File: src/rtl/cpu_pkg.sv
// rtl/cpu_pkg.sv - shared ALU codes, flag bit positions and default widths for the 16-bit pipeline
package cpu_pkg;

  localparam int CPU_DATA_W = 16;
  localparam int CPU_ADDR_W = 4;
  localparam int CPU_FUNC_W = 2;

  localparam logic [CPU_FUNC_W-1:0] ALU_ADD = 2'b00;
  localparam logic [CPU_FUNC_W-1:0] ALU_SUB = 2'b01;
  localparam logic [CPU_FUNC_W-1:0] ALU_AND = 2'b10;
  localparam logic [CPU_FUNC_W-1:0] ALU_OR  = 2'b11;

  // flagsM is packed {V,C,Z}
  localparam int FLAG_Z = 0;
  localparam int FLAG_C = 1;
  localparam int FLAG_V = 2;

endpackage

File: src/rtl/exec_alu.sv
// rtl/exec_alu.sv - combinational ALU (ADD/SUB/AND/OR) producing result and {V,C,Z} flags
module exec_alu
  import cpu_pkg::*;
#(
  parameter int DATA_W = CPU_DATA_W,
  parameter int FUNC_W = CPU_FUNC_W
)(
  input  logic [FUNC_W-1:0] aluFunc,
  input  logic [DATA_W-1:0] srcA,
  input  logic [DATA_W-1:0] srcB,
  output logic [DATA_W-1:0] result,
  output logic [2:0]        flags
);

  localparam int MSB = DATA_W - 1;

  logic [DATA_W:0] sum;
  logic            ovf;

  always_comb begin
    sum = '0;
    ovf = 1'b0;
    case (aluFunc)
      ALU_ADD: begin
        sum = {1'b0, srcA} + {1'b0, srcB};
        ovf = (srcA[MSB] == srcB[MSB]) && (sum[MSB] != srcA[MSB]);
      end
      ALU_SUB: begin
        // carry out of A + ~B + 1 is set when no borrow occurs
        sum = {1'b0, srcA} + {1'b0, ~srcB} + {{DATA_W{1'b0}}, 1'b1};
        ovf = (srcA[MSB] != srcB[MSB]) && (sum[MSB] != srcA[MSB]);
      end
      ALU_AND: sum = {1'b0, srcA & srcB};
      default: sum = {1'b0, srcA | srcB};
    endcase
  end

  always_comb begin
    result        = sum[DATA_W-1:0];
    flags         = '0;
    flags[FLAG_Z] = (sum[DATA_W-1:0] == '0);
    flags[FLAG_C] = sum[DATA_W];
    flags[FLAG_V] = ovf;
  end

endmodule

File: src/rtl/execute_mem_stage.sv
// rtl/execute_mem_stage.sv - execute stage with EX/MEM register, skid buffer and retired-op counter
// Optional operand forwarding is enabled by defining EXEC_FWD_EN.
module execute_mem_stage
  import cpu_pkg::*;
#(
  parameter int DATA_W = CPU_DATA_W,
  parameter int ADDR_W = CPU_ADDR_W,
  parameter int FUNC_W = CPU_FUNC_W
)(
  input  logic              clk,
  input  logic              reset,
  input  logic              in_valid,
  output logic              in_ready,
  input  logic              flush,
  input  logic              RegWriteE,
  input  logic              MemWriteE,
  input  logic              MemToRegE,
  input  logic [FUNC_W-1:0] aluFuncE,
  input  logic [DATA_W-1:0] srcDataE1,
  input  logic [DATA_W-1:0] srcDataE2,
  input  logic [ADDR_W-1:0] destAddE,
`ifdef EXEC_FWD_EN
  input  logic [ADDR_W-1:0] srcAddE1,
  input  logic [ADDR_W-1:0] srcAddE2,
  input  logic              wbRegWrite,
  input  logic [ADDR_W-1:0] wbDestAdd,
  input  logic [DATA_W-1:0] wbData,
`endif
  output logic              out_valid,
  input  logic              out_ready,
  output logic              RegWriteM,
  output logic              MemWriteM,
  output logic              MemToRegM,
  output logic [DATA_W-1:0] aluResultM,
  output logic [DATA_W-1:0] writeDataM,
  output logic [ADDR_W-1:0] destAddM,
  output logic [2:0]        flagsM,
  output logic [15:0]       retiredCnt
);

  typedef struct packed {
    logic              regWrite;
    logic              memWrite;
    logic              memToReg;
    logic [DATA_W-1:0] aluResult;
    logic [DATA_W-1:0] writeData;
    logic [ADDR_W-1:0] destAdd;
    logic [2:0]        flags;
  } exOp_t;

  exOp_t outOp, skidOp, newOp;
  logic  outValid, skidValid, skidValidNext, inReadyQ;
  logic  accept, drain;
  logic [DATA_W-1:0] opA, opB, aluResult;
  logic [2:0]        aluFlags;

`ifdef EXEC_FWD_EN
  // the EX/MEM result is only forwardable when it is a register write that does not come from memory
  logic exFwdOk;
  assign exFwdOk = outValid & outOp.regWrite & ~outOp.memToReg;
  assign opA = (exFwdOk && outOp.destAdd == srcAddE1) ? outOp.aluResult :
               (wbRegWrite && wbDestAdd == srcAddE1)  ? wbData : srcDataE1;
  assign opB = (exFwdOk && outOp.destAdd == srcAddE2) ? outOp.aluResult :
               (wbRegWrite && wbDestAdd == srcAddE2)  ? wbData : srcDataE2;
`else
  assign opA = srcDataE1;
  assign opB = srcDataE2;
`endif

  exec_alu #(.DATA_W(DATA_W), .FUNC_W(FUNC_W)) u_alu (
    .aluFunc (aluFuncE),
    .srcA    (opA),
    .srcB    (opB),
    .result  (aluResult),
    .flags   (aluFlags)
  );

  always_comb begin
    newOp.regWrite  = RegWriteE;
    newOp.memWrite  = MemWriteE;
    newOp.memToReg  = MemToRegE;
    newOp.aluResult = aluResult;
    newOp.writeData = opB;
    newOp.destAdd   = destAddE;
    newOp.flags     = aluFlags;
  end

  assign accept = in_valid & inReadyQ;
  assign drain  = outValid & out_ready;

  // in_ready is registered from the next skid state, so accept and skid-to-output load never overlap
  always_comb begin
    skidValidNext = skidValid;
    if (flush)
      skidValidNext = 1'b0;
    else if (!outValid || drain)
      skidValidNext = 1'b0;
    else if (accept)
      skidValidNext = 1'b1;
  end

  always_ff @(posedge clk or negedge reset) begin
    if (!reset) begin
      outOp      <= '0;
      skidOp     <= '0;
      outValid   <= 1'b0;
      skidValid  <= 1'b0;
      inReadyQ   <= 1'b1;
      retiredCnt <= '0;
    end else begin
      if (drain)
        retiredCnt <= retiredCnt + 16'd1;
      skidValid <= skidValidNext;
      inReadyQ  <= ~skidValidNext;
      if (flush) begin
        outValid <= 1'b0;
      end else if (!outValid || drain) begin
        if (skidValid) begin
          outOp    <= skidOp;
          outValid <= 1'b1;
        end else if (accept) begin
          outOp    <= newOp;
          outValid <= 1'b1;
        end else begin
          outValid <= 1'b0;
        end
      end else if (accept) begin
        skidOp <= newOp;
      end
    end
  end

  assign in_ready   = inReadyQ;
  assign out_valid  = outValid;
  assign RegWriteM  = outValid & outOp.regWrite;
  assign MemWriteM  = outValid & outOp.memWrite;
  assign MemToRegM  = outValid & outOp.memToReg;
  assign aluResultM = outOp.aluResult;
  assign writeDataM = outOp.writeData;
  assign destAddM   = outOp.destAdd;
  assign flagsM     = outOp.flags;

endmodule

File: config.mk
export PLATFORM = sky130hd
export DESIGN_NAME = execute_mem_stage
export DESIGN_NICKNAME = d
export VERILOG_FILES = /design/src/rtl/cpu_pkg.sv /design/src/rtl/exec_alu.sv /design/src/rtl/execute_mem_stage.sv
export SDC_FILE = /design/constraint.sdc
export NUM_CORES = 1
export LEC_CHECK = 0
export ABC_AREA = 0
export CAP_MARGIN = 20
export CORE_ASPECT_RATIO = 1.2
export CORE_MARGIN = 1.5
export CORE_UTILIZATION = 55
export DETAILED_ROUTE_END_ITERATION = 16
export GPL_ROUTABILITY_DRIVEN = 0
export PLACE_DENSITY = 0.82
export SYNTH_ARGS = -nofsm -noshare
export SYNTH_HDL_FRONTEND = slang
export SYNTH_SLANG_ARGS = --single-unit
export TNS_END_PERCENT = 5
File: constraint.sdc
create_clock -name clk -period 2.3 [get_ports clk]
set_input_delay 0.46 -clock clk [delete_from_list [all_inputs] [get_ports clk]]
set_output_delay 0.46 -clock clk [all_outputs]
set_load 0.05 [all_outputs]
Yosys cells after proc, flatten, opt, wreduce, memory -nomap -nowiden
Index checks and enable logic that the tools add are counted.
{ "word_totals": {"in_bits": 46, "word_cells": 60, "ff_bits": 103, "output_inout_bits": 60} }
{ "op_classes": {"add_sub_neg": 4, "reduce_logical": 10, "n_bitwise": 11, "eq_ne": 6, "mux": 11} }
{ "op_table": {"columns": ["operator", "n"], "rows": [
  ["2-to-1 mux 42 bit", 2],
  ["one-hot mux 17 bit (3 select lines)", 1],
  ["adder 16 x 16 -> 17 bit", 2],
  ["adder 17 x 1 -> 17 bit (second input constant)", 1],
  ["adder 16 x 1 -> 16 bit (second input constant)", 1],
  ["AND 16 bit", 1],
  ["logical NOT 16 bit", 1],
  ["NOT 16 bit", 1],
  ["bitwise OR 16 bit", 1],
  ["2-to-1 mux 1 bit", 7],
  ["AND reduction 3 bit", 2],
  ["AND 1 bit", 5],
  ["nonzero test 2 bit", 2],
  ["!= test 1 bit", 3],
  ["NOT 1 bit", 3],
  ["== test 2 x 1 -> 1 bit (second input constant)", 1],
  ["== test 2 bit (second input constant)", 1],
  ["logical AND 1 bit", 2],
  ["logical NOT 2 bit", 1],
  ["one-hot mux 1 bit (2 select lines)", 1],
  ["== test 1 bit", 1],
  ["logical NOT 1 bit", 1],
  ["logical OR 1 bit", 1]
]} }

Logic depth before layout (Yosys ltp)
Gate-level depths: netlist of the first run.
{ "logic_depth": {"depth_word": 8, "ltp_mapped": 13, "depth_no_buf": 13} }

Modules after synthesis
From an unflattened synthesis of the first run, not the netlist that was laid out.
{ "unflattened": {"cells_unflattened": 757, "hier_area_um2": 7210.7} }
{ "modules_own_cells": {"columns": ["module", "cells_per_inst", "instances", "area_each_um2", "seq_area_each_um2"], "rows": [
  ["execute_mem_stage", 378, 1, 4615.7, 2578.7],
  ["exec_alu", 379, 1, 2595.0, 0.0]
]} }

Least setup slack after synthesis of the first run
Ideal clock, no wire load.
{ "synth_path": {"path_type": "input-to-reg", "start": "in srcDataE1[0]", "end": "reg outOp (netlist bit flagsM[0])", "path_slack_ns": -0.631, "stages": 13, "path_buffers": 0, "arrival_time_ns": 2.839, "required_ns": 2.208, "setup_time_ns": 0.092, "cell_sequence": "inv_1 ha_1 inv_1 fa_1 and2b_2 o311ai_0 a21oi_1 o31ai_1 xnor2_1 a21oi_1 nor4b_1 nand4_1 o31ai_2"} }
{ "synth_between": {"elab_chain_cells": 6, "word_cells_on_any_way": 9, "cone_classes": "add/sub (3); mux (3); bitwise (2); reduce/logical (1)"} }
{ "synth_lines": {"columns": ["element", "line", "text"], "rows": [
  ["start, declared", "execute_mem_stage.sv:19", "input logic [DATA_W-1:0] srcDataE1,"],
  ["adder 16 x 16 -> 17 bit", "exec_alu.sv:30", "sum = {1'b0, srcA} + {1'b0, ~srcB} + {{DATA_W{1'b0}}, 1'b1};"],
  ["adder 17 x 1 -> 17 bit", "exec_alu.sv:30", null],
  ["one-hot mux 17 bit (3 select lines) (*)", "exec_alu.sv:23", "case (aluFunc)"],
  ["logical NOT 16 bit (*)", "exec_alu.sv:41", "flags[FLAG_Z] = (sum[DATA_W-1:0] == '0);"],
  ["2-to-1 mux 42 bit (*)", "execute_mem_stage.sv:121", "end else if (accept) begin"],
  ["2-to-1 mux 42 bit (*)", "execute_mem_stage.sv:118", "if (skidValid) begin"],
  ["end signal, assigned", "execute_mem_stage.sv:119", "outOp <= skidOp;"],
  ["end signal, assigned", "execute_mem_stage.sv:122", "outOp <= newOp;"],
  ["end, declared", "execute_mem_stage.sv:51", "exOp_t outOp, skidOp, newOp;"]
]} }
Every way passes the cells marked *; elsewhere a longest branch is shown, timed or not. The select of a mux whose other input is x is not followed.
A chain may end at the register's enable or synchronous reset.

Worst setup path after layout of the first run
{ "layout_path": {"start": "in srcDataE2[0]", "end": "reg skidOp[0] in the netlist's numbering"} }
{ "layout_between": {"elab_chain_cells": 5, "word_cells_on_any_way": 8, "cone_classes": "add/sub (3); mux (1); bitwise (3); reduce/logical (1)"} }
{ "layout_lines": {"columns": ["element", "line", "text"], "rows": [
  ["start, declared", "execute_mem_stage.sv:20", "input logic [DATA_W-1:0] srcDataE2,"],
  ["NOT 16 bit", "exec_alu.sv:30", null],
  ["adder 16 x 16 -> 17 bit", "exec_alu.sv:30", null],
  ["adder 17 x 1 -> 17 bit", "exec_alu.sv:30", null],
  ["one-hot mux 17 bit (3 select lines) (*)", "exec_alu.sv:23", null],
  ["logical NOT 16 bit (*)", "exec_alu.sv:41", null],
  ["end signal, assigned", "execute_mem_stage.sv:128", "skidOp <= newOp;"],
  ["end, declared", "execute_mem_stage.sv:51", null]
]} }
Every way passes the cells marked *; elsewhere a longest branch is shown, timed or not.

==> impl_metrics.prom, run 1 <==
# TYPE chip_impl_metric gauge
chip_impl_metric{name="synth_enable_flop_cells",unit=""} 0
chip_impl_metric{name="worst-endpoint-required",unit="ns"} 2.55
chip_impl_metric{name="dpl.hpwl",unit="mm"} 13.6
chip_impl_metric{name="die_y",unit="um"} 127
chip_impl_info{name="crit_path_top_delay_cell",value="sky130_fd_sc_hd__fa_2"} 1
chip_impl_metric{name="io_buffer_count",unit=""} 105
chip_impl_metric{name="setup_ws",unit="ns"} -0.707
chip_impl_metric{name="reg2regPathDepth",unit=""} 4
chip_impl_metric{name="slowest_delay",unit="ns"} 0.38
chip_impl_metric{name="pwr_density_cell",unit="mW/mm2"} 689
chip_impl_metric{name="cellLeakagePower",unit="uW"} 0.00456
chip_impl_metric{name="core_area",unit="mm2"} 0.0126
chip_impl_metric{name="clock.fmax",unit="GHz"} 0.333
chip_impl_metric{name="routed_via_density",unit=""} 6.20
chip_impl_metric{name="antenna_violating_nets_post_route",unit=""} 0
chip_impl_info{name="min_path_type",value="in2async"} 1
chip_impl_metric{name="number_of_cells_produced_by_synthesis",unit=""} 826
chip_impl_metric{name="avgSynthCellArea",unit="um2"} 8.53
chip_impl_metric{name="first_global_vias",unit=""} 7277
chip_impl_metric{name="grt_max_degree",unit=""} 68
chip_impl_metric{name="wl_per_cell",unit="um"} 20.2
chip_impl_metric{name="postPlaceCellArea",unit="mm2"} 0.00892
chip_impl_info{name="worst_setup_path_startpoint",value="srcDataE2[0]"} 1
chip_impl_info{name="outcome",value="finished with violations"} 1
chip_impl_metric{name="setup_tns",unit="ns"} -9.41
chip_impl_info{name="yosysMostFrequentCell",value="sky130_fd_sc_hd__nand2_1"} 1
chip_impl_metric{name="final_standard_cell_count_with_taps_included_and_fillers_excluded",unit=""} 1184
chip_impl_info{name="yosys-top-cells-area",value="sky130_fd_sc_hd__dfrtp_1 (36%), sky130_fd_sc_hd__ha_1 (9.2%), sky130_fd_sc_hd__nand2_1 (7.6%), sky130_fd_sc_hd__o21ai_0 (6.5%), sky130_fd_sc_hd__mux2i_1 (5.1%)"} 1
chip_impl_metric{name="initial_core_utilization",unit="%"} 56.1
chip_impl_metric{name="die_width",unit="um"} 106
chip_impl_metric{name="total_i_o_pin_count",unit=""} 106
chip_impl_metric{name="drc",unit=""} 0
chip_impl_metric{name="hold_buffers",unit=""} 0
chip_impl_info{name="synth_common_cells",value="sky130_fd_sc_hd__nand2_1 (143), sky130_fd_sc_hd__dfrtp_1 (102), sky130_fd_sc_hd__o21ai_0 (92)"} 1
chip_impl_metric{name="synth.ff_latch_count",unit=""} 103
chip_impl_metric{name="globalRoute.totalOverflow",unit=""} 0
chip_impl_metric{name="total_die_area",unit="mm2"} 0.0135
chip_impl_metric{name="routed_wl",unit="mm"} 24.0
chip_impl_metric{name="finish.instance_area",unit="mm2"} 0.0100
chip_impl_info{name="critical_path_class",value="in2reg"} 1
chip_impl_metric{name="design.final.nets",unit=""} 1115
chip_impl_info{name="rsz_0062_raised_after_global_routing",value="yes"} 1
chip_impl_metric{name="cp_num_buf_inv",unit=""} 3
chip_impl_info{name="synth.largest_area_cell",value="sky130_fd_sc_hd__dfrtp_1"} 1
chip_impl_info{name="timing.critical_path.to",value="skidOp[0]$_DFFE_PN0P_"} 1
chip_impl_metric{name="global_route_wire_length_before_repair",unit="mm"} 35.7
chip_impl_metric{name="finalWorstPathRequiredPeriod",unit="ns"} 3.01
chip_impl_metric{name="setup-violations-final",unit=""} 27
chip_impl_metric{name="total_power",unit="uW"} 6890
chip_impl_metric{name="crit_cells",unit=""} 14
chip_impl_metric{name="global_route.usage.total",unit="%"} 33.5
chip_impl_metric{name="pre_cts_slack",unit="ns"} -1.35
chip_impl_metric{name="final.period_utilization",unit="%"} 131
chip_impl_metric{name="ctsLongestPathBuffers",unit=""} 2
chip_impl_metric{name="slew_headroom",unit="%"} 60.9
chip_impl_metric{name="firstDrtPassIters",unit=""} 7
chip_impl_info{name="most_used_flip_flop_cell_after_synthesis",value="sky130_fd_sc_hd__dfrtp_1"} 1
chip_impl_metric{name="total_clock_buffers_created_by_cts",unit=""} 9
chip_impl_metric{name="clkSinkCount",unit=""} 103
chip_impl_metric{name="fraction_of_layout_cells_with_a_size_suffix_above_1",unit="%"} 30.1
chip_impl_metric{name="synth_top_area_share",unit="%"} 36.2
chip_impl_metric{name="critPathMaxFanout",unit=""} 3
chip_impl_metric{name="area.growth.synth_to_final",unit="%"} 42.0
chip_impl_metric{name="drtIter0Drc",unit=""} 774
chip_impl_metric{name="timing.clock.skew",unit="ns"} 0.0126
chip_impl_metric{name="worstSkewPairLatency",unit="ns"} 0.35
chip_impl_metric{name="timing.final.hold_violations",unit=""} 0
chip_impl_metric{name="post_synthesis_net_count",unit=""} 926
chip_impl_metric{name="timing.reg2reg.setup_slack",unit="ns"} 0.38
chip_impl_metric{name="synthesis.yosys.warnings",unit=""} 0
chip_impl_metric{name="worstMarginPinSlew",unit="ns"} 0.585
chip_impl_metric{name="path_clk_slew",unit="ns"} 0.07
chip_impl_metric{name="synthArstFlopShare",unit="%"} 100
chip_impl_metric{name="fillers",unit=""} 728
chip_impl_metric{name="fp-row-count",unit=""} 45
chip_impl_metric{name="count_of_max_cap_constraint_violations",unit=""} 0
chip_impl_info{name="regToRegEndpoint",value="writeDataM[3]$_DFFE_PN0P_"} 1
chip_impl_metric{name="detailroute.via_count",unit=""} 7338
chip_impl_metric{name="synth_seq_area_share",unit="%"} 36.6
chip_impl_metric{name="irDropWorstVdd",unit="V"} 0.000591
chip_impl_info{name="clock_tree.root_cell",value="sky130_fd_sc_hd__clkbuf_16"} 1
chip_impl_metric{name="syn-cell-area",unit="mm2"} 0.00704
chip_impl_info{name="r2r_start",value="in_ready$_DFF_PN1_"} 1
chip_impl_metric{name="arrival",unit="ns"} 3.26
chip_impl_metric{name="cts.htree.levels",unit=""} 3
chip_impl_info{name="violations",value="negative setup slack"} 1
chip_impl_info{name="start_kind",value="input port"} 1
chip_impl_info{name="crit_chain",value="buf_8, ha_4, inv_2, fa_2, nand2b_4, a211oi_4, buf_4, nor3_4, a21oi_1, xnor2_1, a21oi_2, nor4b_4, nand4_1, o21ai_0"} 1
chip_impl_metric{name="initial_antenna_violation_count",unit=""} 0
chip_impl_info{name="cpLargestDelayFamily",value="compound AO/OA/AOI/OAI gates"} 1
chip_impl_info{name="clock_tree_from_tritoncts",value="yes"} 1
chip_impl_metric{name="synth.lib_cells_used.distinct",unit=""} 70
chip_impl_metric{name="n_antenna_cell",unit=""} 0
chip_impl_metric{name="max_slew_violation_count",unit=""} 0
chip_impl_info{name="end_kind",value="register"} 1
chip_impl_metric{name="numPlacedInstances",unit=""} 1147
## power breakdown
group | total [uW] | leakage [uW] | internal, uW | switching [uW]
Clock | 1640 | 0.000154 | 915 | 728
Combinational | 2840 | 0.00310 | 1120 | 1720
Sequential | 2410 | 0.00131 | 2170 | 242
Total | 6890 | 0.00456 | 4200 | 2690
## layout make-up
class / count / area (um2) / area share [%]
multi-input cells: 586 / 4440 / 44.4
repair buffers: 263 / 2260 / 22.6
inverters: 52 / 203 / 2.03
flip-flops and latches: 103 / 2580 / 25.8
well taps: 164 / 205 / 2.05
clock buffers: 11 / 253 / 2.53
clock inverters: 5 / 62.6 / 0.625
## repair_timing
| action | 4_1_cts | 5_1_grt |
|---|---|---|
| hold endpoints to repair | 0 | 0 |
| endpoints found under the setup margin | 35 | 31 |
| pin swaps | 59 | 20 |
| buffers inserted | 18 | 3 |
| resized for setup | 191 | 30 |
## routing by layer
| layer | up-vias | global-route usage, % | wire [um] |
|---|---|---|---|
| li1 | 3178 | - | - |
| met1 | 3428 | 39.1 | 8560 |
| met2 | 541 | 54.7 | 11300 |
| met3 | 191 | 7.65 | 2260 |
| met4 | 0 | 22.8 | 1810 |
| met5 | - | 0 | 0 |
## cell usage in the layout, fill, tap and decap left out, types with 14 or more instances in the layout
cell type,netlist,layout
sky130_fd_sc_hd__buf_4,41,149
sky130_fd_sc_hd__nor2_1,42,37
sky130_fd_sc_hd__inv_1,52,34
sky130_fd_sc_hd__nand3_1,16,14
sky130_fd_sc_hd__xnor2_1,21,21
sky130_fd_sc_hd__mux2i_1,36,34
sky130_fd_sc_hd__inv_2,0,15
sky130_fd_sc_hd__dfrtp_1,102,101
sky130_fd_sc_hd__nand2_1,143,142
sky130_fd_sc_hd__clkdlybuf4s50_1,0,79
sky130_fd_sc_hd__ha_1,52,31
sky130_fd_sc_hd__a21oi_1,41,32
sky130_fd_sc_hd__o21ai_0,92,72
sky130_fd_sc_hd__ha_4,0,15
## worst min path at each step
| stage | cells after the start | from | endpoint | slack (ns) |
|---|---|---|---|---|
| 4_1_cts | 1 | reset | skidOp[22]$_DFFE_PN0P_ | 0.02 |
| 6_report | 1 | reset | outOp[40]$_DFFE_PN0P_ | 0.02 |
| 3_5_place_dp | 1 | reset | outOp[40]$_DFFE_PN0P_ | 0.40 |
| 2_1_floorplan | 0 | reset | aluResultM[0]$_DFFE_PN0P_ | 0.16 |
| 5_1_grt | 1 | reset | outOp[40]$_DFFE_PN0P_ | 0.03 |
| 3_3_place_gp | 1 | reset | outOp[40]$_DFFE_PN0P_ | 0.40 |
## sequential cells by signal (all words and copies together), names as in the netlist
name	count
in_ready	1
skidValid	1
retiredCnt	16
outOp	3
out_valid	1
skidOp	42
destAddM	4
aluResultM	16
writeDataM	16
flagsM	3
## cells by family (layout without fill, tap and decap cells)
group	count (synthesis)	after routing	synth area share, %
buf+inv	137	331	9.63
simple gates	273	273	17.8
xor+xnor	23	23	2.86
mux	42	42	6.23
flops	103	103	36.6
fa+ha+maj	54	54	9.80
compound gates	194	194	17.1
## stage by stage
step / util, % / hold slack [ns]
2_1_floorplan: - / 0.164
3_3_place_gp: 71.0 / 0.397
3_5_place_dp: 71.0 / 0.397
4_1_cts: 78.6 / 0.0228
5_1_grt: 79.7 / 0.0304
6_report: 79.7 / 0.0181
No activity file was read; power rests on OpenSTA's default activity.
==> run 2: changes to the inputs <==
- CORE_UTILIZATION: 55 -> 30
- PLACE_DENSITY: 0.82 -> 0.5
==> run 2 against run 1 <==
Effect of this change: the run still ends with negative setup slack left; sequential share of layout area is 0.77 points lower; total power down 0.16%; register-to-register slack improved by 0.11 ns; sequential power about the same; via count down 14%; core utilization down 35 points; global-route usage decreased by 16 points; worst hold slack gained 0.053 ns; design area rose by 3.1%; critical path type unchanged; critical endpoint is now flagsM[0]$_DFFE_PN0P_.
==> impl_metrics.prom, run 2 (same netlist as run 1, synthesis figures left out) <==
# TYPE chip_impl_metric gauge
chip_impl_metric{name="finish.instance_area",unit="mm2"} 0.0103
chip_impl_metric{name="reg2regPathDepth",unit=""} 5
chip_impl_metric{name="design.final.nets",unit=""} 1128
chip_impl_metric{name="antenna_violating_nets_post_route",unit=""} 0
chip_impl_metric{name="initial_core_utilization",unit="%"} 30.5
chip_impl_info{name="regMostFlops",value="skidOp"} 1
chip_impl_metric{name="irDropWorstVdd",unit="V"} 0.000358
chip_impl_metric{name="count_of_max_cap_constraint_violations",unit=""} 0
chip_impl_metric{name="cts.htree.levels",unit=""} 3
chip_impl_metric{name="fraction_of_layout_cells_with_a_size_suffix_above_1",unit="%"} 31.2
chip_impl_metric{name="clock.fmax",unit="GHz"} 0.377
chip_impl_metric{name="hold_slack",unit="ns"} 0.0713
chip_impl_metric{name="setup_ws",unit="ns"} -0.355
chip_impl_metric{name="setup_tns",unit="ns"} -3.92
chip_impl_info{name="min_path_type",value="in2async"} 1
chip_impl_metric{name="postPlaceCellArea",unit="mm2"} 0.00920
chip_impl_info{name="crit_chain",value="buf_2, inv_4, ha_4, nor3_4, a2111oi_4, buf_4, o31ai_4, a221oi_2, buf_4, a32o_1, a211o_1, and3b_1, nand4_1, o31ai_2"} 1
chip_impl_metric{name="routed_wl",unit="mm"} 20.9
chip_impl_metric{name="final_standard_cell_count_with_taps_included_and_fillers_excluded",unit=""} 1348
chip_impl_metric{name="grt_max_degree",unit=""} 73
chip_impl_metric{name="firstDrtPassIters",unit=""} 4
chip_impl_metric{name="crit_cells",unit=""} 14
chip_impl_info{name="outcome",value="finished with violations"} 1
chip_impl_info{name="critical_path_class",value="in2reg"} 1
chip_impl_info{name="clock_tree_from_tritoncts",value="yes"} 1
chip_impl_metric{name="worstSkewPairLatency",unit="ns"} 0.36
chip_impl_metric{name="global_route_wire_length_before_repair",unit="mm"} 33.6
chip_impl_metric{name="fp-row-count",unit=""} 61
chip_impl_info{name="cpMostUsedCell",value="sky130_fd_sc_hd__buf_4"} 1
chip_impl_metric{name="drtIter0Drc",unit=""} 304
chip_impl_metric{name="timing.final.hold_violations",unit=""} 0
chip_impl_metric{name="n_antenna_cell",unit=""} 0
chip_impl_metric{name="finalWorstPathRequiredPeriod",unit="ns"} 2.66
chip_impl_metric{name="die_y",unit="um"} 171
chip_impl_metric{name="slowest_delay",unit="ns"} 0.33
chip_impl_metric{name="total_clock_buffers_created_by_cts",unit=""} 9
chip_impl_metric{name="max_slew_violation_count",unit=""} 0
chip_impl_metric{name="critPathMaxFanout",unit=""} 5
chip_impl_metric{name="clkSinkCount",unit=""} 103
chip_impl_metric{name="largest_register_ffs",unit=""} 42
chip_impl_metric{name="total_die_area",unit="mm2"} 0.0244
chip_impl_info{name="crit_path_top_delay_cell",value="sky130_fd_sc_hd__a211o_1"} 1
chip_impl_metric{name="switching_share",unit="%"} 37.5
chip_impl_metric{name="clockPowerShare",unit="%"} 25.8
chip_impl_metric{name="power.share.sequential",unit="%"} 34.7
chip_impl_metric{name="io_buffer_count",unit=""} 105
chip_impl_info{name="mostFrequentLayoutCell",value="sky130_fd_sc_hd__buf_4"} 1
chip_impl_metric{name="routed_via_density",unit=""} 4.70
chip_impl_metric{name="final.period_utilization",unit="%"} 115
chip_impl_metric{name="detailroute.via_count",unit=""} 6342
chip_impl_info{name="clock_tree.root_cell",value="sky130_fd_sc_hd__clkbuf_16"} 1
chip_impl_metric{name="cellLeakagePower",unit="uW"} 0.00462
chip_impl_metric{name="globalRoute.totalOverflow",unit=""} 0
chip_impl_metric{name="ctsLongestPathBuffers",unit=""} 2
chip_impl_metric{name="setup-violations-final",unit=""} 23
chip_impl_metric{name="dpl.hpwl",unit="mm"} 15.0
chip_impl_metric{name="arrival",unit="ns"} 2.92
chip_impl_metric{name="switching_power",unit="uW"} 2580
chip_impl_metric{name="global_route.usage.total",unit="%"} 17.7
chip_impl_metric{name="slew_headroom",unit="%"} 62.1
chip_impl_metric{name="timing.clock.skew",unit="ns"} 0.00870
chip_impl_metric{name="initial_antenna_violation_count",unit=""} 0
chip_impl_metric{name="power.share.combinational",unit="%"} 39.5
chip_impl_metric{name="cellInternalPower",unit="uW"} 4300
chip_impl_info{name="cpLargestDelayFamily",value="compound AO/OA/AOI/OAI gates"} 1
chip_impl_info{name="violations",value="negative setup slack"} 1
chip_impl_metric{name="cp_num_buf_inv",unit=""} 4
chip_impl_metric{name="pre_cts_slack",unit="ns"} -1.41
chip_impl_metric{name="timing.reg2reg.setup_slack",unit="ns"} 0.49
chip_impl_metric{name="numPlacedInstances",unit=""} 1307
chip_impl_info{name="end_kind",value="register"} 1
chip_impl_metric{name="path_clk_slew",unit="ns"} 0.08
chip_impl_metric{name="core_area",unit="mm2"} 0.0231
chip_impl_metric{name="worst-endpoint-required",unit="ns"} 2.57
chip_impl_metric{name="worstMarginPinSlew",unit="ns"} 0.567
chip_impl_metric{name="first_global_vias",unit=""} 6428
chip_impl_metric{name="die_width",unit="um"} 143
chip_impl_info{name="start_kind",value="input port"} 1
chip_impl_metric{name="wl_per_cell",unit="um"} 15.5
chip_impl_metric{name="pwr_density_cell",unit="mW/mm2"} 667
chip_impl_info{name="rsz_0062_raised_after_global_routing",value="yes"} 1
chip_impl_info{name="most_frequent_cells_in_the_layout",value="sky130_fd_sc_hd__buf_4 (157), sky130_fd_sc_hd__nand2_1 (143), sky130_fd_sc_hd__dfrtp_1 (101)"} 1
chip_impl_metric{name="total_i_o_pin_count",unit=""} 106
chip_impl_metric{name="drc",unit=""} 0
chip_impl_metric{name="area.growth.synth_to_final",unit="%"} 46.4
[run 2: changes by cell type in the layout (fill, tap and decap cells not counted), sizes merged]
cell,delta
clkinv,-1
bufinv,+1
clkdlybuf4s15,+1
buf,+13
clkinvlp,-1
dlygate4sd2,-3
clkbuf,+3
[run 2: worst paths after layout]
check,start,to
setup / recovery,srcDataE2[3],flagsM[0]$_DFFE_PN0P_
min in group clk,srcDataE2[3],skidOp[10]$_DFFE_PN0P_
max in group asynchronous,reset,skidOp[3]$_DFFE_PN0P_
setup reg to reg,in_ready$_DFF_PN1_,writeDataM[7]$_DFFE_PN0P_
hold reg to reg,retiredCnt[15]$_DFFE_PN0P_,retiredCnt[15]$_DFFE_PN0P_
hold / removal,reset,retiredCnt[2]$_DFFE_PN0P_
[run 2: power groups by stage]
stage | sequential [uW] | clock (uW) | combinational (uW)
floorplan | 2520 | 0 | 1510
global placement | 2420 | 0 | 2460
detailed placement | 2430 | 0 | 2470
CTS | 2390 | 1810 | 2690
global route | 2450 | 1880 | 2940
finish | 2390 | 1770 | 2720
[run 2: area by class of cell]
class                           count  area, um2
Clock buffer                       12        246
Tap cell                          315        394
Sequential cell                   103       2580
Multi-Input combinational cell    586       4430
Clock inverter                      4       77.6
Inverter                           52        203
Timing Repair Buffer              276       2390
Fill cell                        2264      12800
[run 2: timing repair]
action                                  in CTS  in global routing
hold buffers                                 0                  0
resized for setup                          198                 27
endpoints found under the setup margin      35                 30
pin swaps                                   55                 20
buffers inserted                            23                  2
hold endpoints to repair                     0                  0
[run 2: metrics by stage]
step	util (%)	power (uW)
2_1_floorplan	-	4030
3_3_place_gp	39.8	4880
3_5_place_dp	39.8	4900
4_1_cts	44.1	6900
5_1_grt	44.6	7270
6_report	44.6	6880
[run 2: routing by layer]
layer	share of wire (%)	vias up	track usage, %
met5	0	-	0
met4	1.7	0	5.87
met3	3.2	19	1.82
met2	49	123	31.1
met1	46	2999	22.7
li1	-	3201	-
